<file path="config.mk">
export PLATFORM = sky130hd
export DESIGN_NAME = store_strided
export DESIGN_NICKNAME = d
export VERILOG_FILES = /design/src/rtl/store_strided.sv
export SDC_FILE = /design/constraint.sdc
export NUM_CORES = 1
export LEC_CHECK = 0
export ABC_AREA = 0
export CORE_MARGIN = 2
export CORE_UTILIZATION = 45
export DETAILED_ROUTE_END_ITERATION = 6
export HOLD_SLACK_MARGIN = 0.02
export PLACE_DENSITY = 0.83
export SLEW_MARGIN = 40
export SYNTH_ARGS = -nofsm -noshare
export SYNTH_HDL_FRONTEND = slang
export SYNTH_SLANG_ARGS = --single-unit
</file>
<file path="constraint.sdc">
create_clock -name clk -period 16.8 [get_ports clk]
set_clock_uncertainty 0.05 [all_clocks]
set_input_delay 3.36 -clock clk [delete_from_list [all_inputs] [get_ports clk]]
set_output_delay 3.36 -clock clk [all_outputs]
set_load 0.1 [all_outputs]
</file>
<file path="src/rtl/store_strided.sv">
// ============================================================================
// Module   : store_strided
// Purpose  : 2-D strided store engine, vector buffer tiles -> DRAM write beats
// Revision : 1.0
// ============================================================================
`default_nettype none

module store_strided #(
    parameter int ADDR_WIDTH = 24,
    parameter int DATA_WIDTH = 8,
    parameter int TILE_WIDTH = 256,
    parameter int TILE_ELEMS = TILE_WIDTH / DATA_WIDTH,
    parameter int BEAT_ELEMS = 4,
    parameter int LEN_WIDTH  = 10,
    parameter int ROWS_WIDTH = 8
) (
    input  logic                             clk,
    input  logic                             rst,
    input  logic                             start,
    input  logic [ADDR_WIDTH-1:0]            dram_addr,
    input  logic [LEN_WIDTH-1:0]             length,
    input  logic [ROWS_WIDTH-1:0]            rows,
    input  logic [ADDR_WIDTH-1:0]            row_stride,
    input  logic [4:0]                       buf_id,
    output logic                             busy,
    output logic                             done,
    output logic                             buf_read_en,
    output logic [4:0]                       buf_read_id,
    input  logic [TILE_WIDTH-1:0]            buf_read_data,
    input  logic                             buf_read_done,
    output logic                             mem_we,
    output logic [ADDR_WIDTH-1:0]            mem_addr,
    output logic [BEAT_ELEMS*DATA_WIDTH-1:0] mem_wdata,
    output logic [BEAT_ELEMS-1:0]            mem_be,
    input  logic                             mem_ready,
    output logic                             mem_flush
);

    localparam int NBEATS = TILE_ELEMS / BEAT_ELEMS;
    localparam int KW     = $clog2(NBEATS + 1);
    localparam int OW     = LEN_WIDTH + 1;
    localparam int BEAT_W = BEAT_ELEMS * DATA_WIDTH;

    typedef enum logic [2:0] {
        S_IDLE    = 3'd0,
        S_REQ     = 3'd1,
        S_WRITE   = 3'd2,
        S_ROW_ADV = 3'd3,
        S_FINISH  = 3'd4
    } state_t;

    state_t r_state;
    state_t w_state_next;

    logic [ADDR_WIDTH-1:0] r_row_base;
    logic [ADDR_WIDTH-1:0] r_stride;
    logic [LEN_WIDTH-1:0]  r_length;
    logic [ROWS_WIDTH-1:0] r_rows_left;
    logic [OW-1:0]         r_tile_off;
    logic [KW-1:0]         r_k;
    logic [TILE_WIDTH-1:0] r_tile;

    logic [OW-1:0]         w_len_ext;
    logic [OW-1:0]         w_elem;
    logic                  w_beat_valid;
    logic                  w_row_more;
    logic                  w_slot_free;
    logic                  w_accept;
    logic                  w_empty_cmd;
    logic [BEAT_ELEMS-1:0] w_be;
    logic [ADDR_WIDTH-1:0] w_addr;
    logic [BEAT_W-1:0]     w_wdata;

    // w_elem: element offset within the row of the beat about to be presented
    assign w_len_ext    = {1'b0, r_length};
    assign w_elem       = r_tile_off + (OW'(r_k) * OW'(BEAT_ELEMS));
    assign w_beat_valid = (r_k < KW'(NBEATS)) && (w_elem < w_len_ext);
    assign w_row_more   = (r_tile_off + OW'(TILE_ELEMS)) < w_len_ext;
    assign w_slot_free  = !mem_we || mem_ready;
    assign w_accept     = (r_state == S_IDLE) && start && !busy;
    assign w_empty_cmd  = (length == '0) || (rows == '0);
    assign w_addr       = r_row_base + ADDR_WIDTH'(w_elem);
    assign w_wdata      = r_tile[int'(r_k)*BEAT_W +: BEAT_W];

    for (genvar j = 0; j < BEAT_ELEMS; j++) begin : g_be
        assign w_be[j] = (w_elem + OW'(j)) < w_len_ext;
    end

    always_ff @(posedge clk) begin
        if (rst) begin
            r_state <= S_IDLE;
        end else begin
            r_state <= w_state_next;
        end
    end

    always_comb begin
        w_state_next = r_state;
        case (r_state)
            S_IDLE: begin
                if (w_accept) begin
                    w_state_next = w_empty_cmd ? S_FINISH : S_REQ;
                end
            end
            S_REQ: begin
                if (buf_read_done) begin
                    w_state_next = S_WRITE;
                end
            end
            S_WRITE: begin
                if (w_slot_free && !w_beat_valid) begin
                    if (w_row_more) begin
                        w_state_next = S_REQ;
                    end else if (r_rows_left != ROWS_WIDTH'(1)) begin
                        w_state_next = S_ROW_ADV;
                    end else begin
                        w_state_next = S_FINISH;
                    end
                end
            end
            S_ROW_ADV: w_state_next = S_REQ;
            S_FINISH:  w_state_next = S_IDLE;
            default:   w_state_next = S_IDLE;
        endcase
    end

    always_ff @(posedge clk) begin
        if (rst) begin
            busy        <= 1'b0;
            done        <= 1'b0;
            mem_flush   <= 1'b0;
            buf_read_en <= 1'b0;
            buf_read_id <= '0;
            mem_we      <= 1'b0;
            mem_addr    <= '0;
            mem_wdata   <= '0;
            mem_be      <= '0;
        end else begin
            done        <= 1'b0;
            mem_flush   <= 1'b0;
            buf_read_en <= (w_state_next == S_REQ);
            case (r_state)
                S_IDLE: begin
                    // busy stays high through the done cycle, dropping one edge later
                    if (w_accept) begin
                        busy        <= 1'b1;
                        buf_read_id <= buf_id;
                        r_row_base  <= dram_addr;
                        r_stride    <= row_stride;
                        r_length    <= length;
                        r_rows_left <= rows;
                        r_tile_off  <= '0;
                    end else begin
                        busy <= 1'b0;
                    end
                end
                S_REQ: begin
                    if (buf_read_done) begin
                        r_tile <= buf_read_data;
                        r_k    <= '0;
                    end
                end
                S_WRITE: begin
                    if (w_slot_free) begin
                        if (w_beat_valid) begin
                            mem_we    <= 1'b1;
                            mem_addr  <= w_addr;
                            mem_wdata <= w_wdata;
                            mem_be    <= w_be;
                            r_k       <= r_k + KW'(1);
                        end else begin
                            mem_we <= 1'b0;
                            if (w_row_more) begin
                                r_tile_off <= r_tile_off + OW'(TILE_ELEMS);
                            end
                        end
                    end
                end
                S_ROW_ADV: begin
                    r_row_base  <= r_row_base + r_stride;
                    r_tile_off  <= '0;
                    r_rows_left <= r_rows_left - ROWS_WIDTH'(1);
                end
                S_FINISH: begin
                    done      <= 1'b1;
                    mem_flush <= 1'b1;
                end
                default: ;
            endcase
        end
    end

endmodule

`default_nettype wire

</file>
# After elaboration in Yosys (flattened, before gate mapping)
# Cells that the tools add are included.
# op_classes
eq_ne	12
addsub	9
shifts	1
order_cmp	6
muxes	23
n_reduce_logical	23
bitwise_logic	1
# op_table
operator	count
$shiftx A256 B10 Y32	1
$lt A11 B10 Y1	5
$pmux W24 S2	1
$mux W11	4
$pmux W11 S3	1
$add A24 B11 Y24	1
$add A24 B24 Y24	1
$mux W24	1
$add A11 B2 Y11 const B	2
$mux W3	6
$pmux W8 S2	1
$mux W4	3
$ne A2 B2 Y1 const B	6
$pmux W3 S4	1
$reduce_and A3 Y1	4
$add A11 B1 Y11 const B	1
$add A11 B6 Y11	1
$add A11 B6 Y11 const B	1
$logic_not A10 Y1	1
$logic_not A8 Y1	1
$mux W8	1
$ne A8 B1 Y1 const B	1
$pmux W4 S2	1
$sub A8 B1 Y8 const B	1
16 further kinds	28
# totals
regBits	409
output_inout_bits	70
inputBits	332
elab_cells	91

# Logic depth before layout (Yosys ltp)
# depth
ltp_word	8
depth_mapped	14
depth_no_buf	12

# Worst setup path before layout
# No wires, ideal clock.
# synth_path
path_type	input to register
from	in buf_read_done
to	reg r_tile[0] (enable)
setup_time_ns	0.878
arrival_time_ns	14.442
slack_ns	1.429
n_path_buf	0
t_required_ns	15.872
cell_stages	3
path_cell_list	inv_1 > or4_1 > nor2_1
# synth_between
elab_chain_cells	1
# synth_rtl
item	line	rtl
start, declared	30	input logic buf_read_done,
$reduce_and A3 Y1 (no source line)	-	
end signal, assigned	159	r_tile <= buf_read_data;
end, declared	61	logic [TILE_WIDTH-1:0] r_tile;
# Every way passes these cells.
# A chain may end at the register's enable or synchronous reset.

# Worst setup path in the final report
# layout_path
from	in buf_read_done
to	reg r_tile[8] (enable)
# The elaborated chain is that of the path after synthesis.

==> impl_metrics.yaml <==
yosys:
  mappedNetlistArea_um2: 17200
  synth_edf_count: 332
  synthDistinctLibCells: 66
  synthCells: 1141
  synth_area_per_cell_um2: 15.07
  synth_flop_cell: "edfxtp_1"
  seq_area_frac_synth_pct: 66.35
  postSynth.asyncResetShare_pct: 0
  ys_ff_latch: 404
  ys_warn_count: 0
  synth.net_count: 1526
sta:
  rsz0062_at_grt: "no"
  post-route-period-util_pct: 35.30
  worst_pin_slew_ns: 0.8090
  period_needed_ns: 5.930
  fmax_mhz: 168.6
  tns_ns: 0
  slew_viol_final: 0
  hold_violations: 0
  maxSlewHeadroom_pct: 46.07
  report.final.setup_viol: 0
clocking:
  ctsResizeCount: 0
  clk_transition_reported_paths_ns: 0.06
  cts.sink_count: 404
  post_cts_buffers: 0
  hold_buffers: 0
  insertion_delay_ns: 0.57
  cts_tree: "done"
  cts_root_buf: "clkbuf_16"
  cts_htree_levels: 2
  cts-buffers-inserted: 43
  cts_buffer_depth: 3
detailed_routing:
  drt-initial-drc-count: 851
  dr.max_layer_used: "met5"
  routed_wl_mm: 45.48
  wl_met2_mm: 22.72
  wl_per_cell_um: 21.69
  wl_met3_mm: 3.553
  ant_nets: 0
  first_pass_iters: 5
  wl_met1_mm: 16.96
  vias: 11475
  drcViolationCount: 0
  avgViaCountPerCell: 5.472
die:
  start_util_pct: 45.66
  die_w_um: 199.5
  dieArea_um2: 39800
  die_y_um: 199.5
  ios: 402
  rows: 71
  coreArea_um2: 37670
setup_path:
  worst_r2r_startpoint: "r_k[3]$_SDFFCE_PP0P_"
  critPathLaunch: "buf_read_done"
  path_buf_inv: 5
  critPathArrivalTime_ns: 6.08
  crit_fanout: 101
  worst_ep_required_time_ns: 16.95
  worstPathCellList: "clkdlybuf4s50_1 -> inv_1 -> or4_1 -> nor2_4 -> buf_6 -> buf_12 -> buf_16"
  critPathCaptureType: "register"
  path_class: "in -> reg"
  path_delay_family: "buffers and inverters"
  start_kind: "input port"
  worst_path_max_delay_cell: "or4_1"
  max_stage_delay_ns: 0.50
layout:
  drive_gt1_share_pct: 14.16
  synthToLayoutAreaGrowth_pct: 32.90
  fin_nets: 1934
global_routing:
  antenna_found_initial: 9
  overflow: 0
  grt_usage_pct: 22.80
  grt_pass1_vias: 11879
  grt_pass1_wl_mm: 67.17
  grt_max_degree: 106
power:
  p_comb_share_pct: 11.4
  p_sw_mw: 0.5418
  pwr-share-clk_pct: 39.6
  p_per_area_nw_per_um2: 101.8
  switching_share_pct: 23.28
  intPower_mw: 1.785
  power_leakage_nw: 8.146
  ir_drop_mv: 0.1077
  seqPwrFrac_pct: 49.0
  fin_total_pwr_mw: 2.327
place:
  port-buffer-count: 401
  dp_hpwl_mm: 32.07
  place_congestion: 0.8839
run_status:
  status: "completed"
worst_hold_path:
  worstHoldStart: "buf_read_id[1]$_SDFFE_PP0P_"
  min_path_type: "reg -> reg"
flow_run:
  drv_cap: 0
## layer usage
layer	track usage, %	up-vias
met5	0	-
met4	12.21	6
met3	5.333	123
met2	38.85	526
met1	26.80	5570
li1	-	5250
## cells by family (layout without fill, tap and decap cells)
kind of cell | Yosys count | in the layout | synth area share (%)
AOI/OAI and AO/OA | 201 | 201 | 7.842
xor gates and xnor gates | 48 | 48 | 2.444
adders and majority gates | 53 | 53 | 3.943
buffers and inverters | 82 | 523 | 1.986
DFF | 404 | 404 | 66.35
muxes | 99 | 99 | 10.42
other | 0 | 4 | 0
and+or+nand+nor | 254 | 254 | 7.013
## cell type report
type | count | area (um^2)
repair buffers | 416 | 3849
clock buffers | 62 | 1207
fillers | 2786 | 14810
clock inverters | 16 | 155.1
multi-input cells | 655 | 5478
flip-flops and latches | 404 | 11410
diodes | 4 | 10.01
inverters | 29 | 108.9
well taps | 511 | 639.4
## state kept, by name (all words and copies together), names as in the netlist, 3 cells and up
name         flops
r_tile_off       6
mem_wdata       32
buf_read_id      5
r_k              4
mem_addr        24
r_rows_left      8
r_stride        24
r_length        10
r_tile         256
r_state          3
r_row_base      24
mem_be           4
## through the flow
step	util [%]	setup WS, ns	area [um^2]	std cells	hold WS [ns]
after floorplan	-	1.429	17200	1141	0.4354
after global placement	57.75	10.35	21750	2012	0.3942
after detailed placement	57.03	10.18	21480	2015	0.4000
after CTS	60.65	10.78	22840	2093	0.4095
after global routing	60.69	10.80	22860	2097	0.4426
final	60.69	10.87	22860	2097	0.4114
## worst reg2reg max path: cells and delay by family, from the launching register on
kind,cells,cell delay [ns]
buf+inv,1,0.61
compound gates,3,0.91
xor+xnor,1,0.37
flops,1,0.48
fa+ha+maj,3,0.81
simple gates,4,0.55
## placed cells by master (no fill, tap or decap), types with 5 or more instances in the layout
cell             count
and3_1               6
nand4_1              7
a21oi_1             39
mux2i_1             34
nor3_1               9
nand3b_1             5
edfxtp_1           332
xor2_1              20
nand2_1             84
nor3b_1              5
nor2_1              78
nand3_1             11
nor2b_1              6
dfxtp_1             72
mux4_2              64
or4_1                6
o21a_1               7
buf_4                8
nand2b_1             5
nor4b_1              5
clkdlybuf4s50_1    330
a211oi_1            55
inv_1               29
buf_2               70
nor4_1               6
clkbuf_1            13
and2_1               7
a21o_1              12
clkinv_1             5
ha_1                51
clkbuf_8             6
clkbuf_16           43
xnor2_1             28
o21ai_0             44
## synthesized netlist by cell type (2+ instances only)
cell / instances / share of area, %
o21bai_1: 3 / 0.13
nor4b_1: 5 / 0.25
a21oi_1: 40 / 1.2
or4_1: 6 / 0.26
nand3_1: 11 / 0.32
nor3_1: 9 / 0.26
a31oi_1: 4 / 0.15
nor4_1: 6 / 0.22
buf_1: 2 / 0.044
clkbuf_1: 30 / 0.65
buf_2: 18 / 0.52
a211oi_1: 55 / 2.4
nor2_1: 81 / 1.8
edfxtp_1: 332 / 58
o31ai_1: 4 / 0.17
nand4_1: 7 / 0.25
o21ai_0: 44 / 1.3
o2111a_1: 3 / 0.20
nor3b_1: 5 / 0.22
xor2_1: 20 / 1.0
or3_1: 3 / 0.11
a2bb2oi_1: 2 / 0.10
dfxtp_1: 72 / 8.4
a21o_1: 12 / 0.52
o21a_1: 7 / 0.31
a211o_1: 2 / 0.10
a2111oi_0: 2 / 0.10
a221oi_1: 3 / 0.15
buf_4: 3 / 0.13
nor2b_1: 6 / 0.22
and3_1: 6 / 0.22
a311oi_1: 2 / 0.10
nand2_1: 85 / 1.9
mux4_2: 64 / 8.4
a41o_1: 2 / 0.12
nand2b_1: 5 / 0.18
and2_1: 7 / 0.25
o41ai_1: 2 / 0.10
inv_1: 29 / 0.63
ha_1: 51 / 3.7
mux2i_1: 34 / 2.0
xnor2_1: 28 / 1.4
fa_1: 2 / 0.23
nand3b_1: 5 / 0.22
## power by group through the flow
| stage | sequential [mW] | combinational, mW | clock [mW] |
|---|---|---|---|
| 2_1_floorplan | 1.19 | 0.116 | 0 |
| 5_1_grt | 1.14 | 0.285 | 0.974 |
| 3_3_place_gp | 1.16 | 0.257 | 0 |
| 4_1_cts | 1.14 | 0.265 | 0.937 |
| 3_5_place_dp | 1.16 | 0.263 | 0 |
| 6_report | 1.14 | 0.265 | 0.922 |
## worst paths after layout
| path | slack [ns] | to | depth (start not counted) |
|---|---|---|---|
| hold reg to reg | 0.41 | buf_read_id[1]$_SDFFE_PP0P_ | 2 |
| hold / removal | 0.41 | buf_read_id[1]$_SDFFE_PP0P_ | 2 |
| setup reg to reg | 12.93 | mem_wdata[7]$_SDFFE_PP0P_ | 12 |
| setup / recovery | 10.87 | r_tile[8]$_DFFE_PP_ | 7 |
(Power assumes the default switching activity.)
==> RTL change 1, RTL diff (config.mk and constraints unchanged) <==
The parameter `DATA_WIDTH` goes from 8 to 16.
--- a/src/rtl/store_strided.sv
+++ b/src/rtl/store_strided.sv
@@ -9,3 +9,3 @@
     parameter int ADDR_WIDTH = 24,
-    parameter int DATA_WIDTH = 8,
+    parameter int DATA_WIDTH = 16,
     parameter int TILE_WIDTH = 256,
Ports: changed (resized mem_wdata); port bits go from 402 to 434. No check against the original RTL was run, so the function may have changed too.
==> RTL change 1 against the original RTL <==
- area after synthesis grew 4.0%
- setup slack gained 0.72 ns
- sequential cell count grew 32
- clock power grew 5.5%
- count of clock-buffer cells in the layout shrank 9
- final area grew 4.2%
- largest cell class unchanged
- first-iteration DRC count shrank 2.4%
- cell count grew 9.1%
- total power grew 5.2%
- largest power group unchanged
- wire length grew 8.1%
- sequential power grew 7%
==> RTL change 1: results (changes against the original RTL) <==
overall global routing resource usage=23.4% (+0.60 points); Max IR drop VDD=0.0841 mV (-22%); ys async rst share=0% (unchanged); Register-to-Register Path Depth=14 (+2); global-route wire length before repair=72.8 mm (+8.3%); data arrival time of the critical path=5.39 ns (-0.69 ns); number of flops mapped to enable cells by yosys=332 (unchanged); Total Nets Final=2102 (+8.7%); end of the worst register-to-register path=mem_addr[18]; top area cells in the synthesized netlist=sky130_fd_sc_hd__edfxtp_1 (56%), sky130_fd_sc_hd__dfxtp_1 (12%), sky130_fd_sc_hd__mux4_2 (8.1%); worst-path maximum fanout=24 (-76%); Largest regs=r_tile: 256 flops, mem_wdata: 64 flops; Iteration-0 DRC Markers=831 (-2.4%); latest clock arrival within the worst-skew pair=0.59 ns (+0.02 ns); First-pass DRT Iterations=5 (unchanged); number of antenna violations at the first check in global routing=8 (-1); Fillers=2960 (+6.2%); measured slew at the worst slew-check pin=0.843 ns (+0.0336 ns); internal power consumption=1.86 mW (+4.1%); result of the run=finished, final reports clean; Leakage Power=8.50 nW (+4.4%); total setup buffers inserted after CTS=0 (unchanged); post-detailed-placement half-perimeter wirelength=34.7 mm (+8.3%); hold wc startpoint=mem_wdata[33]; instance area at placement=22300 sq um (+3.8%); area fraction of the dominant cell type after synthesis=55.8% (-2.2 points); clock tree root driver cell=sky130_fd_sc_hd__clkbuf_16; critical path launch point type=input pin; IO Port Bufs=433 (+8.0%); total clock buffers created by CTS=46 (+7.0%); path category of the worst min-delay check=register to register; pin count of the biggest net entering global routing=118 (+11%); count of H-tree levels built during CTS=2 (unchanged); via count of the first global-routing pass=12673 (+6.7%); Synthesis Warnings=0 (unchanged); nets in the synthesized netlist=1663 (+9.0%); clock edge transition at the registers on the reported setup and hold paths=0.06 ns (about the same); Final Wtd Congestion=0.869 (-1.7%); WL final=49.2 mm (+8.1%); leading post-synthesis cells by instance count=sky130_fd_sc_hd__edfxtp_1 (332), sky130_fd_sc_hd__nand2_1 (212), sky130_fd_sc_hd__a21oi_1 (110), sky130_fd_sc_hd__dfxtp_1 (104), sky130_fd_sc_hd__mux4_2 (64); portion of the post-synthesis area used by sequential elements=67.4% (+1.1 points); via count of the routed design=12321 (+7.4%); Max Buffers Root-to-Sink=3 (unchanged); crit path capture=r_stride[17]; worst hold slack across all endpoints=0.402 ns (-0.00934 ns); fraction of final layout cells with drive strength greater than 1=15.2% (+1.0 points); start of the worst register-to-register path=r_k[0]; launch point of the worst path=start; total of cells resized after clock tree synthesis=0 (unchanged); synth unique cells=55 (-17%); register-to-register setup slack=12.84 ns (-0.09 ns)
## RTL change 1: changes by cell type after synthesis, sizes merged, moves of 4 or more
cell    change
dfxtp      +32
clkbuf      +9
nand3       +6
o21ai       -4
nand2     +126
nand4       -4
buf         -5
a21oi      +70
nor2       -24
nor3        +7
mux2i      -33
a211oi     -36
## RTL change 1: worst min-delay path by stage
| stage | end | cells past startpoint |
|---|---|---|
| floorplan | mem_flush | 1 |
| global placement | mem_wdata[24] | 2 |
| detailed placement | mem_wdata[33] | 2 |
| CTS | mem_wdata[33] | 2 |
| global route | mem_wdata[55] | 2 |
| finish | mem_wdata[33] | 2 |
## RTL change 1: critical path, stage by stage
cell and delay, ns:
sky130_fd_sc_hd__clkdlybuf4s50_1 0.51, sky130_fd_sc_hd__nor3b_1 0.27, sky130_fd_sc_hd__nand2_1 0.30, sky130_fd_sc_hd__nor2_2 0.48, sky130_fd_sc_hd__buf_4 0.44
## RTL change 1: cell type report
type / count / area (sq um) / area share [%]
multi-input combinational: 752 / 5500 / 23.1
timing repair buffer: 448 / 4000 / 16.8
clock inverter: 33 / 267 / 1.12
sequential: 436 / 12100 / 50.6
antenna: 8 / 20.0 / 0.0841
clock buffer: 53 / 1200 / 5.03
tap: 525 / 657 / 2.76
inverter: 32 / 120 / 0.504
## RTL change 1: kinds of logic after synthesis
group | Yosys count | synth area share, %
compound gates | 231 | 7.78
xor+xnor | 42 | 2.06
fa+ha+maj | 54 | 3.86
buf+inv | 89 | 1.97
flops | 436 | 67.4
mux | 65 | 8.12
simple gates | 360 | 8.81
## RTL change 1: per-stage QoR
stage               util [%]  worst slack, ns  total power [mW]  cells
floorplan                  -             1.51              1.38   1277
global placement        57.7            10.55              1.49   2190
detailed placement      56.5            10.88              1.50   2192
CTS                     60.2            11.53              2.47   2278
global route            60.3            11.48              2.53   2284
finish                  60.3            11.59              2.45   2287
## RTL change 1: per-layer routing
layer	part of all wire [%]	GRT usage, %
met5	0.024	0
met4	4.5	11.0
met3	7.6	5.34
met1	36	27.1
met2	52	41.2
## RTL change 1: power by group through the flow
stage          registers, mW  logic, mW  clock network, mW
2_1_floorplan           1.27      0.110                  0
3_3_place_gp            1.24      0.253                  0
3_5_place_dp            1.24      0.257                  0
4_1_cts                 1.22      0.259              0.993
5_1_grt                 1.22      0.279               1.03
6_report                1.22      0.259              0.973
==> RTL change 2, RTL diff (same flow settings) <==
Without the edit above. Re-encode `state_t` (5 states) as Gray code, 3 bits wide.
--- a/src/rtl/store_strided.sv
+++ b/src/rtl/store_strided.sv
@@ -44,7 +44,7 @@
     typedef enum logic [2:0] {
-        S_IDLE    = 3'd0,
-        S_REQ     = 3'd1,
-        S_WRITE   = 3'd2,
-        S_ROW_ADV = 3'd3,
-        S_FINISH  = 3'd4
+        S_IDLE    = 3'b000,
+        S_REQ     = 3'b001,
+        S_WRITE   = 3'b011,
+        S_ROW_ADV = 3'b010,
+        S_FINISH  = 3'b110
     } state_t;
Check against the original RTL: same outputs for any inputs over 4 cycles, from zero or initial values and one cycle with rst high; so few cycles prove little.
==> RTL change 2 against the original RTL <==
- the flow now finishes with violations (design-rule violations)
- setup slack got worse by 0.38 ns
- combinational power is 4% lower
- hold slack worse by 0.0081 ns
- final area about the same
- wire length fell by 2.2%
- sequential cell count unchanged
- area after synthesis up 0.14%
- register-to-register slack improved by 0.25 ns
- total power down 0.51%
- cell count up 0.33%
- first-iteration DRC count fell by 27%
==> RTL change 2: results (changes against the original RTL) <==
Max IR drop VDD=0.0956 mV (-11%); fraction of met2 tracks used by global routing=39.7% (+0.84 points); synthesized-area fraction occupied by ao, oa, aoi and oai cells=7.52% (-0.32 points); Top Family by Delay on Critical Path=buffers and inverters; leading post-synthesis cells by instance count=sky130_fd_sc_hd__edfxtp_1 (332), sky130_fd_sc_hd__nor2_1 (94), sky130_fd_sc_hd__nand2_1 (83), sky130_fd_sc_hd__dfxtp_1 (72), sky130_fd_sc_hd__mux4_2 (64); relative contribution of sequential cells to total power=49.3% (+0.3 points); total of cells resized after clock tree synthesis=0 (unchanged); data arrival time of the critical path=6.45 ns (+0.37 ns); Critical-path top delay cell=sky130_fd_sc_hd__buf_6; fraction of final layout cells with drive strength greater than 1=14.4% (+0.28 points); ANT cells=0 (-4); Iteration-0 DRC Markers=624 (-27%); path category of the worst min-delay check=register to register; register-to-register setup slack=13.18 ns (+0.25 ns); hold wc startpoint=mem_addr[5]; clock tree root driver cell=sky130_fd_sc_hd__clkbuf_16; post-detailed-placement half-perimeter wirelength=32.3 mm (+0.77%); Total Nets Final=1943 (+0.47%); WL final=44.5 mm (-2.2%); post-synthesis xor/xnor area fraction=2.79% (+0.35 points); Largest regs=r_tile: 256 flops, mem_wdata: 32 flops; total clock buffers created by CTS=44 (+2.3%); synth unique cells=59 (-11%); Final Wtd Congestion=0.894 (+1.2%); worst-path maximum fanout=75 (-26%); portion of the post-synthesis area used by sequential elements=66.3% (-0.092 points); Synth Area in Adders=4.01% (+0.067 points); Register-to-Register Path Depth=13 (+1); pin count of the biggest net entering global routing=76 (-28%); IO Port Bufs=401 (unchanged); start of the worst register-to-register path=r_tile_off[5]; Leakage Power=8.18 nW (+0.42%); ys async rst share=0% (unchanged); nets in the synthesized netlist=1536 (+0.66%); overall global routing resource usage=22.3% (-0.47 points); hold worst-path end=mem_addr[5]; Relative slew margins=45.4% (-0.67 points); via count of the first global-routing pass=11765 (-0.96%); DRC viols=1 (+1); max incr delay on CP=0.61 ns (+0.11 ns); most instantiated flip-flop cell in the synthesis netlist=sky130_fd_sc_hd__edfxtp_1; number of instances on the worst hold path=2 (unchanged); share of cell area taken by muxes after synthesis=10.7% (+0.27 points); global-route wire length before repair=66.2 mm (-1.4%); crit path capture=r_tile[191]; met3 Resource Use GR=4.32% (-1.0 points); end of the worst register-to-register path=mem_wdata[7]; Clock Power=0.920 mW (about the same); via count of the routed design=11378 (-0.85%); switching power summed over all nets=0.538 mW (-0.80%); First-pass DRT Iterations=7 (+2); top area cells in the synthesized netlist=sky130_fd_sc_hd__edfxtp_1 (58%), sky130_fd_sc_hd__dfxtp_1 (8.4%), sky130_fd_sc_hd__mux4_2 (8.4%); number of antenna violations at the first check in global routing=2 (-7); count of H-tree levels built during CTS=2 (unchanged); total setup buffers inserted after CTS=0 (unchanged); result of the run=complete, but fails checks; met1 capacity usage during global routing=26.7% (-0.062 points); clock edge transition at the registers on the reported setup and hold paths=0.05 ns; failing checks=design-rule violations; launch point of the worst path=buf_read_done
-- RTL change 2: metrics by stage --
step	cells	total power, mW	hold slack (ns)	cell area, sq um	setup WS, ns
3_3_place_gp	2020	1.41	0.389	21800	8.94
3_5_place_dp	2021	1.41	0.398	21400	9.25
6_report	2104	2.32	0.403	22800	10.49
5_1_grt	2104	2.40	0.423	22800	10.28
4_1_cts	2103	2.34	0.405	22800	9.85
2_1_floorplan	1150	1.30	0.454	17200	1.48
-- RTL change 2: area by class of cell --
class | instances | area [sq um]
fill | 2847 | 14800
tap | 511 | 639
timing repair buffer | 417 | 3810
multi-input combinational | 667 | 5520
sequential | 404 | 11400
clock buffer | 59 | 1210
clock inverter | 23 | 170
inverter | 23 | 86.3
-- RTL change 2: layer usage --
metal / part of all wire, % / vias to the layer above
met5: 0.061 / -
met4: 3.0 / 4
met3: 7.4 / 87
met2: 52 / 508
met1: 37 / 5523
li1: - / 5256
